**src/rtl/muldiv_pkg.sv**
```systemverilog
// muldiv shared types: RISC-V M funct3 encodings and FSM states.
package muldiv_pkg;

    typedef enum logic [2:0] {
        MD_MUL    = 3'b000,
        MD_MULH   = 3'b001,
        MD_MULHSU = 3'b010,
        MD_MULHU  = 3'b011,
        MD_DIV    = 3'b100,
        MD_DIVU   = 3'b101,
        MD_REM    = 3'b110,
        MD_REMU   = 3'b111
    } md_func_t;

    typedef enum logic [1:0] {
        S_IDLE,
        S_MUL,
        S_DIV,
        S_FIX
    } state_t;

endpackage

```
**src/rtl/muldiv_if.sv**
```systemverilog
// muldiv request/result bundle.
interface muldiv_if #(
    parameter int DWIDTH = 32
);
    logic              Start;
    logic [DWIDTH-1:0] A;
    logic [DWIDTH-1:0] B;
    logic [2:0]        MDFunc;
    logic              Busy;
    logic              Done;
    logic [DWIDTH-1:0] MDOut;

    modport master (
        output Start, A, B, MDFunc,
        input  Busy, Done, MDOut
    );

    modport slave (
        input  Start, A, B, MDFunc,
        output Busy, Done, MDOut
    );
endinterface

```
**src/rtl/muldiv_divider.sv**
```systemverilog
// Iterative restoring unsigned divider, one quotient bit per cycle.
module muldiv_divider #(
    parameter int W = 32
) (
    input  logic         clk,
    input  logic         rst_n,
    input  logic         start,
    input  logic [W-1:0] dvd,
    input  logic [W-1:0] dvs,
    output logic         last,
    output logic [W-1:0] quo,
    output logic [W-1:0] rem
);
    localparam int CW = $clog2(W);
    localparam logic [CW-1:0] CMAX = CW'(W - 1);

    logic [W-1:0]  q_r;
    logic [W-1:0]  r_r;
    logic [W-1:0]  d_r;
    logic [CW-1:0] cnt;
    logic          busy;
    logic [W:0]    shifted;
    logic          ge;
    logic [W-1:0]  r_nx;

    always_comb begin
        shifted = {r_r, q_r[W-1]};
        ge      = shifted >= {1'b0, d_r};
        // a fit leaves less than the divisor, so W bits suffice
        r_nx    = ge ? shifted[W-1:0] - d_r : shifted[W-1:0];
    end

    assign last = busy && (cnt == CMAX);
    assign quo  = q_r;
    assign rem  = r_r;

    always_ff @(posedge clk or negedge rst_n) begin
        if (!rst_n) begin
            q_r  <= '0;
            r_r  <= '0;
            d_r  <= '0;
            cnt  <= '0;
            busy <= 1'b0;
        end else if (start) begin
            q_r  <= dvd;
            r_r  <= '0;
            d_r  <= dvs;
            cnt  <= '0;
            busy <= 1'b1;
        end else if (busy) begin
            q_r  <= {q_r[W-2:0], ge};
            r_r  <= r_nx;
            cnt  <= cnt + 1'b1;
            busy <= !last;
        end
    end

endmodule

```
**src/rtl/muldiv.sv**
```systemverilog
// RISC-V M-extension unit: single-cycle multiply, 32-step divide.
module muldiv
    import muldiv_pkg::*;
#(
    parameter int DWIDTH = 32
) (
    input  logic     clock,
    input  logic     nReset,
    muldiv_if.slave  bus
);
    localparam int MSB = DWIDTH - 1;
    localparam logic [DWIDTH-1:0] MINV = {1'b1, {MSB{1'b0}}};

    state_t            state;
    state_t            state_nx;
    logic [DWIDTH-1:0] a_q;
    logic [DWIDTH-1:0] b_q;
    md_func_t          fn_q;
    logic [DWIDTH-1:0] out_q;
    logic              done_q;

    logic              sgn_in;
    logic              spec_in;
    logic              div_start;
    logic [DWIDTH-1:0] abs_a;
    logic [DWIDTH-1:0] abs_b;

    logic              div_last;
    logic [DWIDTH-1:0] div_quo;
    logic [DWIDTH-1:0] div_rem;

    logic                   ext_a;
    logic                   ext_b;
    logic signed [DWIDTH:0] ma;
    logic signed [DWIDTH:0] mb;
    logic [2*DWIDTH-1:0]    prod;
    logic [DWIDTH-1:0]      mul_res;

    logic              sgn_q;
    logic              neg_a;
    logic              neg_b;
    logic              zero_b;
    logic              ovf;
    logic [DWIDTH-1:0] q_fix;
    logic [DWIDTH-1:0] r_fix;
    logic [DWIDTH-1:0] fix_res;

    // request side: special cases bypass the iterative core
    always_comb begin
        sgn_in  = !bus.MDFunc[0];
        spec_in = (bus.B == '0)
               || (sgn_in && bus.A == MINV && bus.B == '1);
        abs_a   = (sgn_in && bus.A[MSB]) ? -bus.A : bus.A;
        abs_b   = (sgn_in && bus.B[MSB]) ? -bus.B : bus.B;
        div_start = bus.Start && (state == S_IDLE)
                 && bus.MDFunc[2] && !spec_in;
    end

    always_comb begin
        state_nx = state;
        unique case (state)
            S_IDLE: begin
                if (bus.Start) begin
                    if (!bus.MDFunc[2]) state_nx = S_MUL;
                    else if (spec_in)   state_nx = S_FIX;
                    else                state_nx = S_DIV;
                end
            end
            S_MUL: state_nx = S_IDLE;
            S_DIV: if (div_last) state_nx = S_FIX;
            S_FIX: state_nx = S_IDLE;
            default: state_nx = S_IDLE;
        endcase
    end

    always_comb begin
        ext_a   = (fn_q != MD_MULHU) && a_q[MSB];
        ext_b   = (fn_q == MD_MUL || fn_q == MD_MULH) && b_q[MSB];
        ma      = {ext_a, a_q};
        mb      = {ext_b, b_q};
        prod    = (2*DWIDTH)'(ma) * (2*DWIDTH)'(mb);
        mul_res = (fn_q == MD_MUL) ? prod[DWIDTH-1:0]
                                   : prod[2*DWIDTH-1:DWIDTH];
    end

    always_comb begin
        sgn_q  = !fn_q[0];
        neg_a  = sgn_q && a_q[MSB];
        neg_b  = sgn_q && b_q[MSB];
        zero_b = (b_q == '0);
        ovf    = sgn_q && a_q == MINV && b_q == '1;
        q_fix  = (neg_a ^ neg_b) ? -div_quo : div_quo;
        r_fix  = neg_a ? -div_rem : div_rem;
        fix_res = fn_q[1] ? r_fix : q_fix;
        unique case (1'b1)
            zero_b:  fix_res = fn_q[1] ? a_q : '1;
            ovf:     fix_res = fn_q[1] ? '0 : a_q;
            default: fix_res = fn_q[1] ? r_fix : q_fix;
        endcase
    end

    always_ff @(posedge clock or negedge nReset) begin
        if (!nReset) begin
            state  <= S_IDLE;
            a_q    <= '0;
            b_q    <= '0;
            fn_q   <= MD_MUL;
            out_q  <= '0;
            done_q <= 1'b0;
        end else begin
            state  <= state_nx;
            done_q <= 1'b0;
            if (bus.Start && state == S_IDLE) begin
                a_q  <= bus.A;
                b_q  <= bus.B;
                fn_q <= md_func_t'(bus.MDFunc);
            end
            if (state == S_MUL) begin
                out_q  <= mul_res;
                done_q <= 1'b1;
            end
            if (state == S_FIX) begin
                out_q  <= fix_res;
                done_q <= 1'b1;
            end
        end
    end

    muldiv_divider #(
        .W (DWIDTH)
    ) u_div (
        .clk   (clock),
        .rst_n (nReset),
        .start (div_start),
        .dvd   (abs_a),
        .dvs   (abs_b),
        .last  (div_last),
        .quo   (div_quo),
        .rem   (div_rem)
    );

    assign bus.Busy  = (state != S_IDLE);
    assign bus.Done  = done_q;
    assign bus.MDOut = out_q;

endmodule

```
**src/flat_wrapper.sv**
```systemverilog
// flat-port wrapper written by rule: the top's interface ports become plain ports
module muldiv_flat import muldiv_pkg::*;
#(
    parameter int DWIDTH = 32
)
  (clock, nReset, bus_Start, bus_A, bus_B, bus_MDFunc, bus_Busy, bus_Done, bus_MDOut);
  muldiv_if #(.DWIDTH(DWIDTH)) bus_i ();
  input  logic clock;
  input  logic nReset;
  input wire logic [$bits(bus_i.Start)-1:0] bus_Start;
  input wire logic [$bits(bus_i.A)-1:0] bus_A;
  input wire logic [$bits(bus_i.B)-1:0] bus_B;
  input wire logic [$bits(bus_i.MDFunc)-1:0] bus_MDFunc;
  output wire logic [$bits(bus_i.Busy)-1:0] bus_Busy;
  output wire logic [$bits(bus_i.Done)-1:0] bus_Done;
  output wire logic [$bits(bus_i.MDOut)-1:0] bus_MDOut;
  assign bus_i.Start = bus_Start;
  assign bus_i.A = bus_A;
  assign bus_i.B = bus_B;
  assign bus_i.MDFunc = bus_MDFunc;
  assign bus_Busy = bus_i.Busy;
  assign bus_Done = bus_i.Done;
  assign bus_MDOut = bus_i.MDOut;
  muldiv #(.DWIDTH(DWIDTH)) u_core (.clock(clock), .nReset(nReset), .bus(bus_i));
endmodule
```
**config.mk**
```make
export PLATFORM = sky130hd
export DESIGN_NAME = muldiv_flat
export DESIGN_NICKNAME = d
export VERILOG_FILES = /design/src/rtl/muldiv_pkg.sv /design/src/rtl/muldiv_if.sv /design/src/rtl/muldiv_divider.sv /design/src/rtl/muldiv.sv /design/src/flat_wrapper.sv
export SDC_FILE = /design/constraint.sdc
export NUM_CORES = 2
export LEC_CHECK = 0
export CORE_MARGIN = 4
export CORE_UTILIZATION = 50
export CTS_CLUSTER_DIAMETER = 40
export DETAILED_ROUTE_END_ITERATION = 12
export PLACE_DENSITY = 0.71
export SLEW_MARGIN = 10
export SYNTH_ARGS = -nofsm -noshare
export SYNTH_HDL_FRONTEND = slang
export SYNTH_HIERARCHICAL = 1
export SYNTH_SLANG_ARGS = --single-unit
```
**constraint.sdc**
```tcl
create_clock -name clock -period 24.4 [get_ports clock]
set_input_delay 4.88 -clock clock [delete_from_list [all_inputs] [get_ports clock]]
set_output_delay 4.88 -clock clock [all_outputs]
set_load 0.005 [all_outputs]
```
==> results.json <==
{
  "nets": 7347,
  "portBuffers": 103,
  "fillerInstances": 9777,
  "synthTopCellsByArea": "fa_1 43%, dfrtp_1 9.7%, inv_1 8.9%",
  "wl_per_cell_um": 22.0,
  "max_freq_ghz": 0.0983,
  "min_period_ps": 10170,
  "layout-drive-gt1-share_pct": 4.39,
  "yosysTopAreaCell": "fa_1",
  "ys_async_sr_fraction_pct": 100,
  "multi_input_area_sq_mm": 0.0416,
  "finalSetupViolations": 0,
  "antenna_found_initial": 10,
  "syn_inst": 6060,
  "syn_area_sq_mm": 0.0529,
  "drv_slew": 0,
  "viasPerCell": 5.77,
  "required_ps": 24880,
  "final_common_cell": "inv_1",
  "grt_max_degree": 87,
  "worst_pin_slew_ps": 1070,
  "yosysWarnings": 6,
  "crit_slowest_cell": "fa_1",
  "die_x_um": 333,
  "dp_hpwl_mm": 125,
  "cp_max_fo": 50,
  "maxSlewHeadroom_pct": 28.4,
  "drt_iter0_markers": 4192,
  "ys_ff_latch": 204,
  "ant_nets": 0,
  "grt_pass1_wl_mm": 259,
  "register_area_sq_mm": 0.00511,
  "synth.avg_cell_area_sq_um": 8.73,
  "crit_path_start_kind": "flip-flop",
  "area_growth_pct": 5.60,
  "grt.total_usage_pct": 29.5,
  "synth.top_cell.area_share_pct": 42.6,
  "syn_nets": 7507,
  "ys_seq_area_share_pct": 9.65,
  "drt_wl_total_mm": 161,
  "hp-class": "flip-flop to flip-flop",
  "cts_hold_buf": 0,
  "cts-resized-gates": 0,
  "final_cell_mix": "1261 x inv_1, 1126 x fa_1, 1021 x nand2_1",
  "root_buffer": "clkbuf_16",
  "vias": 42200,
  "core_sq_mm": 0.105,
  "clk_path_buf_depth": 3,
  "hold_viol": 0,
  "worstSkewPairLatency_ps": 590,
  "grt_pass1_vias": 45100,
  "clock-sinks": 204,
  "gp_congestion": 0.985,
  "path_class": "flip-flop to flip-flop",
  "antennaDiodeCount": 0,
  "cts_setup_buffers": 0,
  "rsz0062_at_grt": "no",
  "globalRouteOverflowTotal": 0,
  "arrival_ps": 10650,
  "cts_buffers": 30,
  "dieHeight_um": 333,
  "die_area_sq_mm": 0.111,
  "ys_types": 92,
  "synth_top_flop_cell": "dfrtp_1",
  "start_util_pct": 50.3,
  "h-tree-depth": 1,
  "io_pins": 104,
  "finalCritPeriodShare_pct": 41.7,
  "slowest_delay_ps": 820,
  "end_kind": "flip-flop",
  "drc": 0,
  "skew_ps": 38.6,
  "first_pass_iters": 6,
  "tns_ps": 0,
  "drv_cap": 0,
  "clk_pin_slew_ps": 70,
  "cp_common_cell": "fa_1",
  "outcome": "finished, final reports clean",
  "synth-edff-count": 0,
  "num_rows": 119,
  "cts_tree": "yes"
}
[sequential cells by signal, summed over array words and instances, names as in the netlist]
name,count
u_core/b_q,32
u_core/a_q,32
u_core/u_div/cnt,5
u_core/u_div/rem,32
u_core/u_div/d_r,32
u_core/u_div/busy,1
u_core/fn_q,3
u_core/bus.MDOut,32
u_core/u_div/quo,32
u_core/state,2
u_core/bus.Done,1
[cell usage after synthesis (all sizes together), types with 21 or more instances]
| cell | number |
|---|---|
| a211oi | 30 |
| a21o | 54 |
| a21oi | 209 |
| a311oi | 26 |
| a31oi | 25 |
| and2 | 286 |
| buf | 29 |
| clkbuf | 352 |
| dfrtp | 204 |
| fa | 1126 |
| ha | 251 |
| inv | 1261 |
| mux2 | 66 |
| mux2i | 36 |
| nand2 | 1023 |
| nand2b | 23 |
| nand3 | 42 |
| nand4 | 25 |
| nor2 | 209 |
| nor3 | 46 |
| nor4 | 31 |
| o211ai | 21 |
| o21ai | 184 |
| o31ai | 33 |
| xnor2 | 132 |
| xor2 | 82 |
[layout make-up]
cell class,instances,share of cell area (%)
Clock buffer,36,1.48
Clock inverter,20,0.361
Sequential cell,204,9.15
Tap cell,1391,3.12
Inverter,1261,8.47
Timing Repair Buffer,189,3.01
Multi-Input combinational cell,4214,74.4
[worst max-delay path: cells and delay by family, from the launching register on]
family	cells	cell delay (ps)
flip-flops	1	320
AND/OR/NAND/NOR	5	1370
buffers and inverters	9	1940
AO/OA/AOI/OAI	5	1330
adder cells (fa/ha/maj)	9	5040
[per-stage QoR]
step                utilization [%]  instances  worst slack (ps)  hold slack (ps)  area (sq um)
finish                         53.1       7315             14230              514         55900
global route                   53.1       7315             13670              527         55900
CTS                            53.1       7315             14250              511         55900
detailed placement             52.2       7259             14270              498         54800
global placement               52.2       7259             14460              493         54800
floorplan                         -       6060             15400              478         52900
[final timing paths]
path	from	end	slack [ps]	cells after the start
min in group asynchronous	nReset	u_core/u_div/d_r[11]	4340	1
max in group asynchronous	nReset	u_core/state[0]	17940	3
worst min register to register	u_core/b_q[12]	u_core/b_q[12]	510	1
worst min-delay path	u_core/b_q[12]	u_core/b_q[12]	510	1
worst max-delay path	u_core/fn_q[1]	u_core/bus.MDOut[31]	14230	28
worst max register to register	u_core/fn_q[1]	u_core/bus.MDOut[31]	14230	28
[cell families (layout without fill, tap and decap cells)]
family	Yosys count	in the layout	share of synthesized area, %
flops	204	204	9.65
simple gates	1796	1796	15.5
fa+ha+maj	1377	1377	48.6
xor+xnor	214	214	3.54
compound gates	725	725	8.86
buf+inv	1642	1506	11.8
mux	102	102	2.09
[layer usage]
metal	GRT usage, %	share of wire, %	vias to the layer above
met3	4.93	8.7	420
met1	40.7	40	21700
met4	11.0	4.7	4
li1	-	-	18100
met5	0	0.017	-
met2	47.3	46	1961
Power is left out: the tool's default activity adds up to more than one toggle a clock period on the data nets, which glitch-free logic cannot reach.
